**config.mk**
```make
export PLATFORM = sky130hd
export DESIGN_NAME = hazard_unit
export DESIGN_NICKNAME = d
export VERILOG_FILES = /design/src/rtl/pipeline_pkg.sv /design/src/rtl/hazard_unit_src_decode.sv /design/src/rtl/hazard_unit.sv
export SDC_FILE = /design/constraint.sdc
export NUM_CORES = 1
export LEC_CHECK = 0
export CORE_UTILIZATION = 28
export DETAILED_ROUTE_END_ITERATION = 7
export HOLD_SLACK_MARGIN = 0.02
export PLACE_DENSITY = 0.63
export SKIP_CTS_REPAIR_TIMING = 1
export SYNTH_ARGS = -nofsm -noshare
export SYNTH_HDL_FRONTEND = slang
export SYNTH_SLANG_ARGS = --single-unit
export TNS_END_PERCENT = 100
```
**constraint.sdc**
```tcl
create_clock -name clk -period 2.4 [get_ports clk]
set_input_delay 0.36 -clock clk [delete_from_list [all_inputs] [get_ports clk]]
set_output_delay 0.36 -clock clk [all_outputs]
set_load 0.02 [all_outputs]
```
**src/rtl/pipeline_pkg.sv**
```systemverilog
// Shared ID-stage definitions: opcode classes, field positions,
// NOP/link-register constants and the scoreboard entry type.
package pipeline_pkg;

  // Opcode classes (bits 27:26, or 27:25 for branches)
  localparam logic [1:0] OPC_DP   = 2'b00;
  localparam logic [1:0] OPC_LDST = 2'b01;
  localparam logic [2:0] OPC_BR   = 3'b101;

  // Instruction field positions
  localparam int CLS_MSB = 27;
  localparam int CLS_LSB = 26;
  localparam int BR_LSB  = 25;
  localparam int I_BIT   = 25;
  localparam int L_BIT   = 20;
  localparam int RN_MSB  = 19;
  localparam int RN_LSB  = 16;
  localparam int RD_MSB  = 15;
  localparam int RD_LSB  = 12;
  localparam int RM_MSB  = 3;
  localparam int RM_LSB  = 0;

  localparam logic [31:0] NOP_INSTR = 32'h0;
  localparam logic [3:0]  LR_IDX    = 4'd14;

  typedef struct packed {
    logic       valid;
    logic       is_load;
    logic [3:0] rd;
  } sb_entry_t;

  localparam sb_entry_t SB_EMPTY = '0;

  typedef enum logic {
    S_RUN,
    S_STALL
  } hz_state_e;

  // True when a used source register matches an in-flight load
  function automatic logic load_hit(
    input logic      used,
    input logic [3:0] src,
    input sb_entry_t e
  );
    return used && e.valid && e.is_load
        && (src == e.rd);
  endfunction

endpackage

```
**src/rtl/hazard_unit_src_decode.sv**
```systemverilog
// Combinational source/destination decode of the IF/ID instruction.
// Ports: i_instr in; o_rn*/o_rm*/o_rd* source fields + used flags, o_dst.
module src_decode
  import pipeline_pkg::*;
(
  input  logic [31:0] i_instr,
  output logic        o_rn_used,
  output logic [3:0]  o_rn,
  output logic        o_rm_used,
  output logic [3:0]  o_rm,
  output logic        o_rd_src_used,
  output logic [3:0]  o_rd,
  output logic [3:0]  o_dst
);

  logic w_nop;
  logic w_dp;
  logic w_ls;
  logic w_br;

  assign w_nop = (i_instr == NOP_INSTR);
  assign w_br  = (i_instr[CLS_MSB:BR_LSB] == OPC_BR);
  // The all-zero NOP also has class 00, so keep it out of DP
  assign w_dp  = (i_instr[CLS_MSB:CLS_LSB] == OPC_DP)
               && !w_nop;
  assign w_ls  = (i_instr[CLS_MSB:CLS_LSB] == OPC_LDST);

  assign o_rn  = i_instr[RN_MSB:RN_LSB];
  assign o_rm  = i_instr[RM_MSB:RM_LSB];
  assign o_rd  = i_instr[RD_MSB:RD_LSB];
  assign o_dst = w_br ? LR_IDX
                      : i_instr[RD_MSB:RD_LSB];

  always_comb begin
    o_rn_used     = 1'b0;
    o_rm_used     = 1'b0;
    o_rd_src_used = 1'b0;
    unique case (1'b1)
      w_nop: ;
      w_dp: begin
        o_rn_used = 1'b1;
        o_rm_used = !i_instr[I_BIT];
      end
      w_ls: begin
        o_rn_used     = 1'b1;
        o_rm_used     = i_instr[I_BIT];
        o_rd_src_used = !i_instr[L_BIT];
      end
      w_br: ;
      default: ;
    endcase
  end

endmodule

```
**src/rtl/hazard_unit.sv**
```systemverilog
// ID-stage load-use hazard / branch flush controller with a 3-entry scoreboard.
// Ports: clk, reset (async low), id_* from IF/ID + control unit; PC/IF-ID/mux controls, stall_count.
module hazard_unit
  import pipeline_pkg::*;
#(
  parameter int LOAD_STALL_CYCLES = 1,
  parameter int STALL_CNT_W       = 16
) (
  input  logic                   clk,
  input  logic                   reset,
  input  logic [31:0]            id_instr,
  input  logic                   id_reg_write,
  input  logic                   id_mem_to_reg,
  input  logic                   id_pc_src,
  output logic                   pc_enable,
  output logic                   if_id_enable,
  output logic                   if_id_flush,
  output logic                   cu_mux_select,
  output logic [STALL_CNT_W-1:0] stall_count
);

  // Remaining stall cycles after the hazard cycle itself
  localparam logic [1:0] STALL_INIT =
    2'(LOAD_STALL_CYCLES - 1);

  hz_state_e r_state;
  hz_state_e w_state_nxt;
  logic [1:0] r_cnt;
  logic [1:0] w_cnt_nxt;

  sb_entry_t r_sb_ex;
  sb_entry_t r_sb_mem;
  sb_entry_t r_sb_wb;
  sb_entry_t w_sb_id;

  logic [STALL_CNT_W-1:0] r_stall_count;

  logic       w_rn_used;
  logic [3:0] w_rn;
  logic       w_rm_used;
  logic [3:0] w_rm;
  logic       w_rd_src_used;
  logic [3:0] w_rd;
  logic [3:0] w_dst;
  logic       w_hazard;
  logic       w_unused_wb;

  src_decode u_src_decode (
    .i_instr       (id_instr),
    .o_rn_used     (w_rn_used),
    .o_rn          (w_rn),
    .o_rm_used     (w_rm_used),
    .o_rm          (w_rm),
    .o_rd_src_used (w_rd_src_used),
    .o_rd          (w_rd),
    .o_dst         (w_dst)
  );

  // Only the EX slot can still produce a load result too late for ID;
  // MEM/WB loads are assumed forwarded/written back in time.
  assign w_hazard = reset && (
      load_hit(w_rn_used, w_rn, r_sb_ex)
   || load_hit(w_rm_used, w_rm, r_sb_ex)
   || load_hit(w_rd_src_used, w_rd, r_sb_ex));

  // WB is kept for pipeline visibility but not consulted
  assign w_unused_wb = ^r_sb_wb;

  always_comb begin
    w_sb_id         = SB_EMPTY;
    w_sb_id.valid   = id_reg_write;
    w_sb_id.is_load = id_mem_to_reg;
    w_sb_id.rd      = w_dst;
  end

  // FSM state register
  always_ff @(posedge clk or negedge reset) begin
    if (!reset) begin
      r_state <= S_RUN;
      r_cnt   <= 2'd0;
    end else begin
      r_state <= w_state_nxt;
      r_cnt   <= w_cnt_nxt;
    end
  end

  // FSM next state
  always_comb begin
    w_state_nxt = r_state;
    w_cnt_nxt   = r_cnt;
    unique case (r_state)
      S_RUN: begin
        if (w_hazard) begin
          w_cnt_nxt = STALL_INIT;
          if (STALL_INIT != 2'd0)
            w_state_nxt = S_STALL;
        end
      end
      S_STALL: begin
        if (r_cnt != 2'd0)
          w_cnt_nxt = r_cnt - 2'd1;
        if (r_cnt <= 2'd1)
          w_state_nxt = S_RUN;
      end
      default: begin
        w_state_nxt = S_RUN;
        w_cnt_nxt   = 2'd0;
      end
    endcase
  end

  // FSM outputs; reset forces idle values even mid-cycle
  always_comb begin
    pc_enable     = 1'b1;
    if_id_enable  = 1'b1;
    if_id_flush   = 1'b0;
    cu_mux_select = 1'b0;
    if (reset) begin
      unique case (r_state)
        S_RUN: begin
          if (w_hazard) begin
            pc_enable     = 1'b0;
            if_id_enable  = 1'b0;
            cu_mux_select = 1'b1;
          end else if (id_pc_src) begin
            if_id_flush = 1'b1;
          end
        end
        S_STALL: begin
          pc_enable     = 1'b0;
          if_id_enable  = 1'b0;
          cu_mux_select = 1'b1;
        end
        default: ;
      endcase
    end
  end

  // Scoreboard shift; a bubble enters EX as invalid
  always_ff @(posedge clk or negedge reset) begin
    if (!reset) begin
      r_sb_ex  <= SB_EMPTY;
      r_sb_mem <= SB_EMPTY;
      r_sb_wb  <= SB_EMPTY;
    end else begin
      r_sb_wb  <= r_sb_mem;
      r_sb_mem <= r_sb_ex;
      r_sb_ex  <= cu_mux_select ? SB_EMPTY
                                : w_sb_id;
    end
  end

  always_ff @(posedge clk or negedge reset) begin
    if (!reset) begin
      r_stall_count <= '0;
    end else if (cu_mux_select
              && (r_stall_count != '1)) begin
      r_stall_count <= r_stall_count
                     + STALL_CNT_W'(1);
    end
  end

  assign stall_count = r_stall_count;

endmodule

```
==> out/results.ini <==
[run_status]
outcome=completed

[cells_and_area]
layout.cells.most_common_list=dlymetal6s2s_1 (30), dfrtp_1 (24), clkdlybuf4s50_1 (22)
drive_gt1_frac=0.1991
nNetsFinal=267
layout_commonest_cell=dlymetal6s2s_1
diodes=0
syn_to_final_growth_pct=64.80
nFillCells=497
fin_cells=296

[synth]
synth_area_per_cell_um2=9.717
synth_fa_ha_area_frac=0.02508
synth_cell_types=37
synth_top_family_by_area=simple AND/OR/NAND/NOR gates
netlist_instances=154
ys_ff_latch=25
synth_xor_xnor_area_share=0.1463
synth-compound-area-share=0.05853
synthesis.nets=194
synth-seq-area-share=0.4181
synth.area.mux_share=0.03010
synthTopCellsByArea=dfrtp_1 (42%), xor2_1 (8.8%), xnor2_1 (5.9%), nor2_1 (4.0%), nor4_1 (3.8%)
yosys.area_share.simple=0.2918
synth_top_area_cell=dfrtp_1
yosys.area.top_type_share=0.4181
yosysWarnings=0
synth_area_um2=1496

[place]
port_buffers=56
dpl_worst_slack_ns=-0.5028
dp_hpwl_mm=3.000
dp_cells=292
gp_congestion=0.7718

[pwr]
swShare=0.2794
ir_worst_vdd_mv=0.4477
p_clk_frac=0.259
powerDensity_nw_per_um2=393.4
comb_power_share=0.253
leakage_nw=1.300
switching_power_mw=0.2711
internal_power_mw=0.6991
seq_power_share=0.488

[worst_setup_path]
worst-setup-path-type=primary input to output pin
crit_chain=dlymetal6s2s_1 -> nor4_2 -> nand4_1 -> nor2_2 -> nor4b_4 -> a311oi_4 -> o211a_1 -> buf_6
startpoint_type=primary input
worstPathArrival_ns=1.95
cp-end-kind=output pin
required_ns=2.04
critPathMaxFanout=3
cp_num_buf_inv=2
cpPeakStageDelay_ns=0.38
reg2regPathDepth=8
cpMaxStageDelayCell=a311oi_4
cp.depth=8
crit_family=simple AND/OR/NAND/NOR gates

[sta]
fmax_mhz=432.3
worst_pin_slew_ns=0.5137
hold_slack_ns=0.4433
skew_ns=0.005147
postLayoutSetupSlackWorst_ns=0.08671
finalCriticalPeriod_ns=2.313
post-route-period-util=0.9639
finalSetupViolCount=0
slew_viol_final=0
rsz0062_at_grt=yes
hold_viol_final=0
maxSlewHeadroom=0.6549

[floorplan]
die_w_um=75.11
die-area_um2=5641
io_pins=57
row_count=26
start_util=0.2911
die_h_um=75.11
coreArea_um2=5140

[grt]
grt_util_met2=0.2272
met3_usage=0.02142
grt.busiest_layer=met2
grt_pass1_vias=1313
grt_first_pass_wirelength_mm=5.975
antenna_found_initial=0
grt_max_degree=18
grt.overflow.total=0
grt_use_met1=0.1964
grt.total_usage=0.1391

[clocking]
clock-sinks=25
numCtsBuffers=3
root_buffer=clkbuf_8
cts_tree=done
clkTransAtPathRegs_ns=0.09
clock_latency_ns=0.27
clk_path_buf_depth=2
cts.htree.levels=1

[route]
drt-pass1-iter-count=6
viasPerCell=4.611
first_iter_violations=53
wl_per_cell_um=13.32
drt_wl_total_mm=3.944
final_antenna_net_count=0
drc=0
route.vias.total=1365

[worst_hold_path]
hold_class=primary input to flip-flop
hold_depth=3

[run]
cap_viol_max_count=0

==> worst register-to-register path, delay by kind of cell (launching register included) <==
family | cells | cell delay [ns]
buf+inv | 1 | 0.20
simple gates | 3 | 0.66
xor+xnor | 1 | 0.17
flops | 1 | 0.46
compound gates | 2 | 0.27
mux | 1 | 0.35
==> cell usage after synthesis <==
cell type / instances
a22oi_1: 1
xnor2_1: 10
a311oi_4: 1
and4bb_2: 1
and3_1: 2
dfrtp_1: 25
xor2_1: 15
o21ai_1: 3
nand4b_1: 1
a31o_1: 1
ha_1: 3
nor4b_2: 1
nor2_2: 2
nor4_1: 9
nor4b_1: 2
nor2b_1: 3
a21oi_1: 1
buf_4: 1
nand4_1: 4
nor3b_1: 4
nor3_2: 1
and4_1: 1
nand3_1: 7
inv_1: 5
nor3_1: 5
nand4_2: 1
buf_1: 1
buf_6: 1
o211a_1: 1
nand2b_1: 3
mux2_1: 4
nor2_1: 16
or2_2: 1
o21ai_0: 3
nand2_1: 12
clkbuf_1: 1
and2_1: 1
==> layout make-up <==
class | instances | area (um2) | share of cell area
Clock buffer | 3 | 41.29 | 0.01674
Clock inverter | 1 | 5.005 | 0.002029
Inverter | 5 | 18.77 | 0.007610
Multi-Input combinational cell | 120 | 915.9 | 0.3714
Sequential cell | 25 | 626.9 | 0.2542
Tap cell | 70 | 87.58 | 0.03551
Timing Repair Buffer | 72 | 770.7 | 0.3125
==> logic make-up (layout without fill, tap and decap cells) <==
group,Yosys count,count (layout)
xor+xnor,25,25
flops,25,25
compound gates,11,11
mux,4,4
buf+inv,9,81
simple gates,77,77
fa+ha+maj,3,3
==> per-stage QoR <==
stage	setup TNS [ns]	util	instance area (um2)	power (mW)
floorplan	0	-	1496	0.5828
global placement	-3.508	0.4379	2251	0.7166
detailed placement	-3.338	0.4379	2251	0.7202
CTS	-2.133	0.4469	2297	0.9777
global route	-0.03041	0.4798	2466	1.026
finish	0	0.4798	2466	0.9703
==> path summary, 6_finish.rpt <==
check / startpoint / endpoint / slack [ns]
max in group asynchronous: reset / r_sb_ex[4]$_DFF_PN0_ / 1.64
max: id_instr[7] / if_id_flush / 0.09
min in group asynchronous: reset / stall_count[13]$_DFFE_PN0P_ / 0.51
min: id_instr[13] / r_sb_ex[1]$_DFF_PN0_ / 0.44
max reg2reg: r_sb_ex[1]$_DFF_PN0_ / stall_count[12]$_DFFE_PN0P_ / 0.18
min reg2reg: stall_count[7]$_DFFE_PN0P_ / stall_count[7]$_DFFE_PN0P_ / 0.50
==> power groups by stage <==
stage               combinational (mW)  clock [mW]  sequential (mW)
floorplan                       0.0922           0            0.491
global placement                 0.235           0            0.481
detailed placement               0.239           0            0.481
CTS                              0.241       0.264            0.473
global route                     0.268       0.278            0.480
finish                           0.245       0.252            0.474
==> registers in the layout (all words and copies together) (netlist names) <==
name and flops:
stall_count 16, r_cnt 2, r_state 1, r_sb_ex 6
==> routing by layer <==
metal | vias to the layer above | wire (um)
met4 | 0 | 28
met1 | 649 | 1810
met5 | - | 0
met2 | 25 | 1954
met3 | 4 | 151
li1 | 687 | -
Note: power is estimated with default switching activity, not from simulation.
